### src/rtl/pong_pkg.sv
// Shared screen codes, sequencer states and menu button geometry.
package pong_pkg;

  typedef enum logic [1:0] {
    SCR_MENU    = 2'd0,
    SCR_GAME    = 2'd1,
    SCR_CREDITS = 2'd2
  } screen_t;

  typedef enum logic [2:0] {
    ST_MENU,
    ST_GAME,
    ST_CREDITS,
    ST_WAIT_FS,
    ST_BLANK
  } state_t;

  // Menu button geometry, inclusive bounds in pixels; also used by the menu renderer.
  localparam logic [11:0] BTN_X_MIN  = 12'd362;
  localparam logic [11:0] BTN_X_MAX  = 12'd674;
  localparam logic [11:0] PLAY_Y_MIN = 12'd46;
  localparam logic [11:0] PLAY_Y_MAX = 12'd146;
  localparam logic [11:0] CRED_Y_MIN = 12'd622;
  localparam logic [11:0] CRED_Y_MAX = 12'd722;

  function automatic logic in_box(input logic [11:0] x, input logic [11:0] y,
                                  input logic [11:0] x_min, input logic [11:0] x_max,
                                  input logic [11:0] y_min, input logic [11:0] y_max);
    return (x >= x_min) && (x <= x_max) && (y >= y_min) && (y <= y_max);
  endfunction

endpackage

### src/rtl/screen_seq_if.sv
// Sequencer inputs from timing/mouse/board/game and screen-control outputs to the video mux.
interface screen_seq_if;
  logic        vblnk_in;
  logic        mouse_left;
  logic [11:0] xpos;
  logic [11:0] ypos;
  logic        button;
  logic        game_over;
  logic [1:0]  screen_sel;
  logic        blank_out;
  logic        game_rst;
  logic        busy;

  modport master (
    output vblnk_in, mouse_left, xpos, ypos, button, game_over,
    input  screen_sel, blank_out, game_rst, busy
  );

  modport slave (
    input  vblnk_in, mouse_left, xpos, ypos, button, game_over,
    output screen_sel, blank_out, game_rst, busy
  );
endinterface

### src/rtl/screen_seq_debounce.sv
// Board button debouncer: 2-flop synchroniser, stability counter, single press pulse.
module btn_debounce #(
  parameter int unsigned DEBOUNCE_CYCLES = 650000
) (
  input  logic clk,
  input  logic rst,
  input  logic button,
  output logic press
);

  localparam int unsigned CNT_W = $clog2(DEBOUNCE_CYCLES + 1);

  logic             s1, s2;
  logic [CNT_W-1:0] cnt;
  logic             armed;

  // Synchronise the asynchronous button level into the clk domain.
  always_ff @(posedge clk or negedge rst) begin
    if (!rst) begin
      s1 <= 1'b0;
      s2 <= 1'b0;
    end else begin
      s1 <= button;
      s2 <= s1;
    end
  end

  // Count consecutive high cycles; a low level clears the count and re-arms.
  always_ff @(posedge clk or negedge rst) begin
    if (!rst) begin
      cnt   <= '0;
      armed <= 1'b1;
      press <= 1'b0;
    end else begin
      press <= 1'b0;
      if (!s2) begin
        cnt   <= '0;
        armed <= 1'b1;
      end else if (armed) begin
        if (cnt == CNT_W'(DEBOUNCE_CYCLES - 1)) begin
          press <= 1'b1;
          armed <= 1'b0;
          cnt   <= '0;
        end else begin
          cnt <= cnt + 1'b1;
        end
      end
    end
  end

endmodule

### src/rtl/screen_seq.sv
// Frame-synchronous menu/game/credits screen sequencer with blanking between screens.
module screen_seq
  import pong_pkg::*;
#(
  parameter int unsigned DEBOUNCE_CYCLES = 650000,
  parameter int unsigned BLANK_FRAMES    = 2
) (
  input  logic         clk,
  input  logic         rst,
  screen_seq_if.slave  bus
);

  logic        vb_q, vb_qq, ml_q, ml_qq;
  logic [11:0] x_q, y_q;
  logic        fs, click, play_hit, cred_hit, press;

  state_t      state, state_n;
  screen_t     target, target_n;
  logic [3:0]  fcnt, fcnt_n;
  screen_t     sel_q, sel_n;
  logic        blank_q, blank_n, grst_q, grst_n, busy_q, busy_n;

  btn_debounce #(.DEBOUNCE_CYCLES(DEBOUNCE_CYCLES)) u_deb (
    .clk    (clk),
    .rst    (rst),
    .button (bus.button),
    .press  (press)
  );

  // Register vblank, mouse button and position so edges and hit tests use registered values.
  always_ff @(posedge clk or negedge rst) begin
    if (!rst) begin
      vb_q  <= 1'b0;
      vb_qq <= 1'b0;
      ml_q  <= 1'b0;
      ml_qq <= 1'b0;
      x_q   <= '0;
      y_q   <= '0;
    end else begin
      vb_q  <= bus.vblnk_in;
      vb_qq <= vb_q;
      ml_q  <= bus.mouse_left;
      ml_qq <= ml_q;
      x_q   <= bus.xpos;
      y_q   <= bus.ypos;
    end
  end

  assign fs       = vb_q & ~vb_qq;
  assign click    = ml_q & ~ml_qq;
  assign play_hit = in_box(x_q, y_q, BTN_X_MIN, BTN_X_MAX, PLAY_Y_MIN, PLAY_Y_MAX);
  assign cred_hit = in_box(x_q, y_q, BTN_X_MIN, BTN_X_MAX, CRED_Y_MIN, CRED_Y_MAX);

  // State, destination, frame counter and registered outputs.
  always_ff @(posedge clk or negedge rst) begin
    if (!rst) begin
      state   <= ST_MENU;
      target  <= SCR_MENU;
      fcnt    <= '0;
      sel_q   <= SCR_MENU;
      blank_q <= 1'b0;
      grst_q  <= 1'b1;
      busy_q  <= 1'b0;
    end else begin
      state   <= state_n;
      target  <= target_n;
      fcnt    <= fcnt_n;
      sel_q   <= sel_n;
      blank_q <= blank_n;
      grst_q  <= grst_n;
      busy_q  <= busy_n;
    end
  end

  // Next-state logic; outputs are decoded from the next state so they register alongside it.
  always_comb begin
    state_n  = state;
    target_n = target;
    fcnt_n   = fcnt;
    sel_n    = sel_q;
    unique case (state)
      ST_MENU: begin
        if (click && play_hit) begin
          target_n = SCR_GAME;
          state_n  = ST_WAIT_FS;
        end else if (click && cred_hit) begin
          target_n = SCR_CREDITS;
          state_n  = ST_WAIT_FS;
        end
      end
      ST_GAME: begin
        if (press || bus.game_over) begin
          target_n = SCR_MENU;
          state_n  = ST_WAIT_FS;
        end
      end
      ST_CREDITS: begin
        if (press || click) begin
          target_n = SCR_MENU;
          state_n  = ST_WAIT_FS;
        end
      end
      ST_WAIT_FS: begin
        if (fs) begin
          state_n = ST_BLANK;
          fcnt_n  = '0;
        end
      end
      ST_BLANK: begin
        if (fs) begin
          if (fcnt == 4'(BLANK_FRAMES - 1)) begin
            sel_n = target;
            case (target)
              SCR_GAME:    state_n = ST_GAME;
              SCR_CREDITS: state_n = ST_CREDITS;
              default:     state_n = ST_MENU;
            endcase
          end else begin
            fcnt_n = fcnt + 4'd1;
          end
        end
      end
      default: state_n = ST_MENU;
    endcase
    blank_n = (state_n == ST_BLANK);
    busy_n  = (state_n == ST_WAIT_FS) || (state_n == ST_BLANK);
    grst_n  = (state_n != ST_GAME);
  end

  assign bus.screen_sel = sel_q;
  assign bus.blank_out  = blank_q;
  assign bus.game_rst   = grst_q;
  assign bus.busy       = busy_q;

endmodule

### src/flat_wrapper.sv
// flat-port wrapper written by rule: the top's interface ports become plain ports
module screen_seq_flat import pong_pkg::*;
#(
  parameter int unsigned DEBOUNCE_CYCLES = 650000,
  parameter int unsigned BLANK_FRAMES    = 2
)
  (clk, rst, bus_vblnk_in, bus_mouse_left, bus_xpos, bus_ypos, bus_button, bus_game_over, bus_screen_sel, bus_blank_out, bus_game_rst, bus_busy);
  screen_seq_if bus_i ();
  input  logic clk;
  input  logic rst;
  input wire logic [$bits(bus_i.vblnk_in)-1:0] bus_vblnk_in;
  input wire logic [$bits(bus_i.mouse_left)-1:0] bus_mouse_left;
  input wire logic [$bits(bus_i.xpos)-1:0] bus_xpos;
  input wire logic [$bits(bus_i.ypos)-1:0] bus_ypos;
  input wire logic [$bits(bus_i.button)-1:0] bus_button;
  input wire logic [$bits(bus_i.game_over)-1:0] bus_game_over;
  output wire logic [$bits(bus_i.screen_sel)-1:0] bus_screen_sel;
  output wire logic [$bits(bus_i.blank_out)-1:0] bus_blank_out;
  output wire logic [$bits(bus_i.game_rst)-1:0] bus_game_rst;
  output wire logic [$bits(bus_i.busy)-1:0] bus_busy;
  assign bus_i.vblnk_in = bus_vblnk_in;
  assign bus_i.mouse_left = bus_mouse_left;
  assign bus_i.xpos = bus_xpos;
  assign bus_i.ypos = bus_ypos;
  assign bus_i.button = bus_button;
  assign bus_i.game_over = bus_game_over;
  assign bus_screen_sel = bus_i.screen_sel;
  assign bus_blank_out = bus_i.blank_out;
  assign bus_game_rst = bus_i.game_rst;
  assign bus_busy = bus_i.busy;
  screen_seq #(.DEBOUNCE_CYCLES(DEBOUNCE_CYCLES), .BLANK_FRAMES(BLANK_FRAMES)) u_core (.clk(clk), .rst(rst), .bus(bus_i));
endmodule
### config.mk
export PLATFORM = sky130hd
export DESIGN_NAME = screen_seq_flat
export DESIGN_NICKNAME = d
export VERILOG_FILES = /design/src/rtl/pong_pkg.sv /design/src/rtl/screen_seq_if.sv /design/src/rtl/screen_seq_debounce.sv /design/src/rtl/screen_seq.sv /design/src/flat_wrapper.sv
export SDC_FILE = /design/constraint.sdc
export NUM_CORES = 1
export LEC_CHECK = 0
export ABC_AREA = 1
export CAP_MARGIN = 20
export CORE_MARGIN = 1.5
export CORE_UTILIZATION = 36
export CTS_BUF_LIST = sky130_fd_sc_hd__clkbuf_8
export DETAILED_ROUTE_END_ITERATION = 12
export PLACE_DENSITY = 0.61
export SETUP_SLACK_MARGIN = 0.1
export SLEW_MARGIN = 20
export SYNTH_ARGS = -nofsm -noshare
export SYNTH_HDL_FRONTEND = slang
export SYNTH_SLANG_ARGS = --single-unit
export TNS_END_PERCENT = 5
### constraint.sdc
create_clock -name clk -period 2 [get_ports clk]
set_input_delay 0.4 -clock clk [delete_from_list [all_inputs] [get_ports clk]]
set_output_delay 0.4 -clock clk [all_outputs]
set_load 0.05 [all_outputs]
==> impl_metrics.yaml, run 1 <==
status:
  status: "finished, final reports clean"
power:
  power.density_nw_per_um2: 814
  ir_drop_mv: 0.334
  power_w: 0.00317
  leakage_nw: 1.76
yosys:
  yosys.area.top_type: "dfrtp_1"
  synthTopCellsByCount: "nand2_1, dfrtp_1, inv_1, nor2_1, nand3_1"
  synthesis.area_um2: 3200
  synth_edf_count: 0
  ys_types: 37
  synth_nets: 422
  synth_flop_cell: "dfrtp_1"
  async_flop_share_pct: 100
  ys_seq_elements: 66
  yosysSeqAreaShare_pct: 51.7
  syn-instance-count: 389
  postSynthAreaPerCell_um2: 8.22
  yosysMostFrequentCell: "nand2_1"
  yosys-top-cells-area: "dfrtp_1, nand2_1, inv_1"
  synth_top_area_share_pct: 50.1
  ys_warn_count: 0
detailed_routing:
  drt-pass1-iter-count: 4
  via_per_inst: 4.80
  wirelength_um: 6270
  wl_per_cell_um: 11.4
  drt_iter0_drc: 126
  vias: 2629
  drc: 0
  drtAntennaViolNets: 0
layout:
  antenna_cells: 0
  nets: 468
  final_layout_size_suffix_gt1_share_pct: 12.0
  ff_latch_area_um2: 1660
  area_growth_pct: 21.9
  multiInputGateArea_um2: 1310
  fill_cells: 873
sta:
  drv_slew: 0
  fmaxAchievable_mhz: 532
  period_needed_ns: 1.88
  max_slew_margin_pct: 67.4
  setup_ws_ns: 0.122
  tightest_slew_ns: 0.487
  rsz0062_at_grt: "yes"
  skew_ns: 0.00801
  finalHoldViolCount: 0
  period_share_pct: 93.9
  setup_viol: 0
  setup_tns_ns: 0
cts:
  cts_sinks: 66
  cts.htree.levels: 3
  cts_tree: "yes"
  cts.clk_slew.worst_paths_ns: 0.07
  clkLatencyLatePin_ns: 0.34
  cts-root-buf: "clkbuf_8"
  cts_made_buffers: 9
  hold_buffers: 0
  cts_buffer_depth: 2
critical_path:
  r2r_start: "u_core.u_deb.cnt[0]"
  cp_top_family: "buffers and inverters"
  path_class: "flop to primary output"
  critPathArrivalTime_ns: 1.48
  start_kind: "flop"
  cp-startpoint: "u_core.bus.screen_sel[1]"
  cpMaxStageDelayCell: "clkdlybuf4s50_1"
  path_cells: "clkdlybuf4s50_1"
  crit_buf_inv: 1
  cp-end-kind: "primary output"
  worstPathRequired_ns: 1.60
  critPathMaxStageDelay_ns: 0.80
  crit_fanout: 2
run:
  cap_violations: 0
worst_hold_path:
  holdCritPathClass: "input port to asynchronous set/reset pin"
placed_design:
  place_hpwl_um: 4520
  finalWeightedCongestion: 0.829
  portBuffers: 34
  place_ws_ns: 0.167
global_route:
  grt_start_max_net_pins: 67
  grt_pass1_vias: 2623
  grt-ovfl-total: 0
  grt_pass1_wl_um: 11300
  antenna_found_initial: 0
  grt_use_total_pct: 14.7
die:
  io_pins: 35
  initial_utilization_pct: 36.9
  die_area_um2: 9460
  die_height_um: 97.3
  core_um2: 8680
  die_w_um: 97.3
  rows: 34
-- through the flow --
stage	util (%)	area [um^2]	hold slack [ns]	std cells
after floorplan	-	3200	0.104	389
after global placement	42.5	3690	0.338	532
after detailed placement	42.5	3690	0.347	532
after CTS	44.8	3890	0.0779	548
after global routing	44.9	3900	0.0815	548
final	44.9	3900	0.0556	548
-- registers in the layout (all words and copies together) (netlist names), 2 cells and up --
| signal | cells |
|---|---|
| u_core.y_q | 12 |
| u_core.bus.screen_sel | 2 |
| u_core.fcnt | 4 |
| u_core.target | 2 |
| u_core.x_q | 12 |
| u_core.u_deb.cnt | 20 |
| u_core.state | 3 |
-- cell type report --
cell class | instances | share of cell area (%)
tap | 108 | 3.47
inverter | 61 | 5.87
timing repair buffer | 37 | 9.41
sequential | 66 | 42.5
clock buffer | 10 | 3.53
clock inverter | 6 | 1.70
multi-input combinational | 260 | 33.5
-- path summary, 6_finish.rpt --
check / end / slack (ns) / depth (start not counted)
max in group asynchronous: u_core.u_deb.armed / 1.60 / 2
worst max-delay path: bus_screen_sel[1] / 0.12 / 1
min in group clk: u_core.u_deb.s2 / 0.36 / 0
worst min register to register: u_core.u_deb.s2 / 0.36 / 0
worst min-delay path: u_core.target[0] / 0.06 / 2
worst max register to register: u_core.u_deb.cnt[14] / 0.25 / 10
-- routing by layer --
metal  track usage, %  vias to the layer above  wire (um)
li1                 -                     1347          -
met1             17.3                     1219       2750
met2             25.0                       50       3090
met3             4.39                       13        302
met4             6.26                        0        123
met5                0                        -          0
-- where the power goes --
part	internal, W	total [W]	switching, W
Sequential	0.00143	0.00150	0.0000680
Clock	0.000609	0.00114	0.000527
Combinational	0.000208	0.000538	0.000330
-- cell usage in the layout (no fill, tap or decap), types with 2 or more instances in the layout --
cell type	n
nor3_1	10
inv_1	50
clkbuf_8	10
xor2_1	4
dfstp_2	2
nand3_1	28
buf_4	3
nor2_1	47
ha_1	3
inv_2	11
o31ai_1	2
clkdlybuf4s50_1	31
nand2_1	84
o21ai_1	10
nand3_2	3
a21oi_1	18
nand4_1	6
dfrtp_1	63
nor3_2	2
clkinvlp_4	3
nor2_2	5
o21ai_0	9
o21bai_1	2
nand2_2	2
o22ai_1	9
nor4_1	2
-- cells by family after synthesis --
group                    share of synthesized area, %
AND/OR/NAND/NOR                                  28.3
flip-flops                                       51.7
buffers and inverters                            7.63
AO/OA/AOI/OAI                                    9.47
XOR/XNOR                                         1.37
adder cells (fa/ha/maj)                          1.17
multiplexers                                    0.313
-- repair_timing --
item | CTS | global route
setup buffers | 0 | 0
resized for setup | 1 | 3
hold endpoints to repair | 0 | 0
setup endpoints to repair | 2 | 13
No activity file was read; power rests on OpenSTA's default activity.
==> run 2: changes to the inputs <==
HOLD_SLACK_MARGIN = 0.02   (was not set)
REMOVE_ABC_BUFFERS = 1   (was not set)
SLEW_MARGIN = not set   (was 20)
==> impl_metrics.yaml, run 2 (synthesized netlist as in run 1, its figures left out) <==
critical_path:
  reg2reg_slack_ns: 0.27
  cp_top_family: "buffers and inverters"
  crit_buf_inv: 1
  cp-end-kind: "primary output"
  start_kind: "flop"
  crit_fanout: 2
  r2r_start: "u_core.u_deb.cnt[0]"
  r2r-end: "u_core.u_deb.cnt[14]"
  path_class: "flop to primary output"
  path_cells: "clkdlybuf4s50_1"
  r2r_cells: 10
  worstPathRequired_ns: 1.60
  cpMaxStageDelayCell: "clkdlybuf4s50_1"
  critPathArrivalTime_ns: 1.49
  critPathMaxStageDelay_ns: 0.80
die:
  rows: 34
  core_um2: 8680
  die_area_um2: 9460
  io_pins: 35
  initial_utilization_pct: 36.9
  die_height_um: 97.3
  die_w_um: 97.3
cts:
  cts_tree: "yes"
  cts.clk_slew.worst_paths_ns: 0.07
  cts.htree.levels: 3
  cts-root-buf: "clkbuf_8"
  cts_sinks: 66
  clkLatencyLatePin_ns: 0.34
  cts_made_buffers: 9
  cts_buffer_depth: 2
sta:
  tightest_slew_ns: 0.493
  rsz0062_at_grt: "yes"
  setup_viol: 0
  finalHoldViolCount: 0
  setup_tns_ns: 0
  skew_ns: 0.00793
  max_slew_margin_pct: 67.1
  period_needed_ns: 1.89
  drv_slew: 0
  period_share_pct: 94.4
  fmaxAchievable_mhz: 530
detailed_routing:
  drt_iter0_drc: 121
  drtAntennaViolNets: 0
  drt-pass1-iter-count: 4
  wirelength_um: 6580
  vias: 2624
  wl_per_cell_um: 12.0
  drc: 0
  via_per_inst: 4.78
placed_design:
  dp_cells: 531
  place_hpwl_um: 4820
  portBuffers: 34
  finalWeightedCongestion: 0.843
power:
  power.density_nw_per_um2: 772
  leakage_nw: 1.79
  ir_drop_mv: 0.282
layout:
  largest_reg_flops: 20
  post-route-util_pct: 44.6
  instances_no_fill: 549
  antenna_cells: 0
  final_cell_mix: "nand2_1, dfrtp_1, inv_1"
  final_layout_size_suffix_gt1_share_pct: 11.6
  reg_top3: "u_core.u_deb.cnt: 20 flops, u_core.x_q: 12 flops, u_core.y_q: 12 flops"
  nets: 469
  top_register: "u_core.u_deb.cnt"
  area_growth_pct: 21.0
  layout_commonest_cell: "nand2_1"
worst_hold_path:
  holdCritPathClass: "input port to asynchronous set/reset pin"
global_route:
  antenna_found_initial: 0
  grt_use_total_pct: 15.1
  grt_pass1_wl_um: 11500
  grt_pass1_vias: 2608
  grt_start_max_net_pins: 67
  grt-ovfl-total: 0
status:
  status: "finished, final reports clean"
run:
  cap_violations: 0
## run 2: cell types whose count changed in the layout (fill, tap and decap cells not counted)
cell	change
clkinvlp_4	-3
inv_1	+3
clkinv_2	+2
buf_4	+1
bufinv_16	-1
clkinv_4	-1
nor3_2	-1
nor3_4	+1
## run 2: layout make-up
class                   count  area (um^2)
fillers                   861         4810
flip-flops and latches     66         1660
multi-input cells         260         1310
repair buffers             38          374
inverters                  61          229
clock buffers              10          138
well taps                 108          135
clock inverters             6         26.3
## run 2: repair_timing
item                       4_1_cts  5_1_grt
gates resized for setup          1        4
setup endpoints to repair        2       15
hold buffers                     0        0
buffers inserted                 0        2
cloned                           0        0
pin swaps                        0        1
## run 2: report_power, final
group / internal (W) / switching [W] / leakage [nW]
Clock: 0.000463 / 0.000480 / 0.0996
Sequential: 0.00143 / 0.0000692 / 0.836
Combinational: 0.000210 / 0.000335 / 0.850
Total: 0.00210 / 0.000883 / 1.79
## run 2: per-layer routing
metal,vias to the layer above,wire (um),global-route usage (%)
met2,28,3280,25.4
li1,1352,-,-
met5,-,0,0
met3,6,192,5.04
met4,0,91,4.62
met1,1238,3010,18.5
## run 2: metrics by stage
step / setup slack, ns / area, um^2 / hold WS (ns) / total power, W
floorplan: 0.402 / 3180 / 0.104 / 0.00188
global placement: 0.253 / 3680 / 0.333 / 0.00206
detailed placement: 0.138 / 3680 / 0.336 / 0.00207
CTS: 0.0914 / 3840 / 0.0744 / 0.00303
global route: 0.0597 / 3870 / 0.0880 / 0.00317
finish: 0.112 / 3870 / 0.0692 / 0.00299
## run 2: worst max-delay path by stage
| stage | from | endpoint | slack, ns | cells past startpoint |
|---|---|---|---|---|
| 2_1_floorplan | u_core.u_deb.cnt[0] | u_core.u_deb.cnt[14] | 0.40 | 10 |
| 3_3_place_gp | u_core.u_deb.cnt[0] | u_core.u_deb.cnt[14] | 0.25 | 10 |
| 3_5_place_dp | u_core.u_deb.cnt[0] | u_core.u_deb.cnt[16] | 0.14 | 8 |
| 4_1_cts | u_core.bus.screen_sel[1] | bus_screen_sel[1] | 0.09 | 1 |
| 5_1_grt | u_core.bus.screen_sel[1] | bus_screen_sel[1] | 0.06 | 1 |
| 6_report | u_core.bus.screen_sel[1] | bus_screen_sel[1] | 0.11 | 1 |
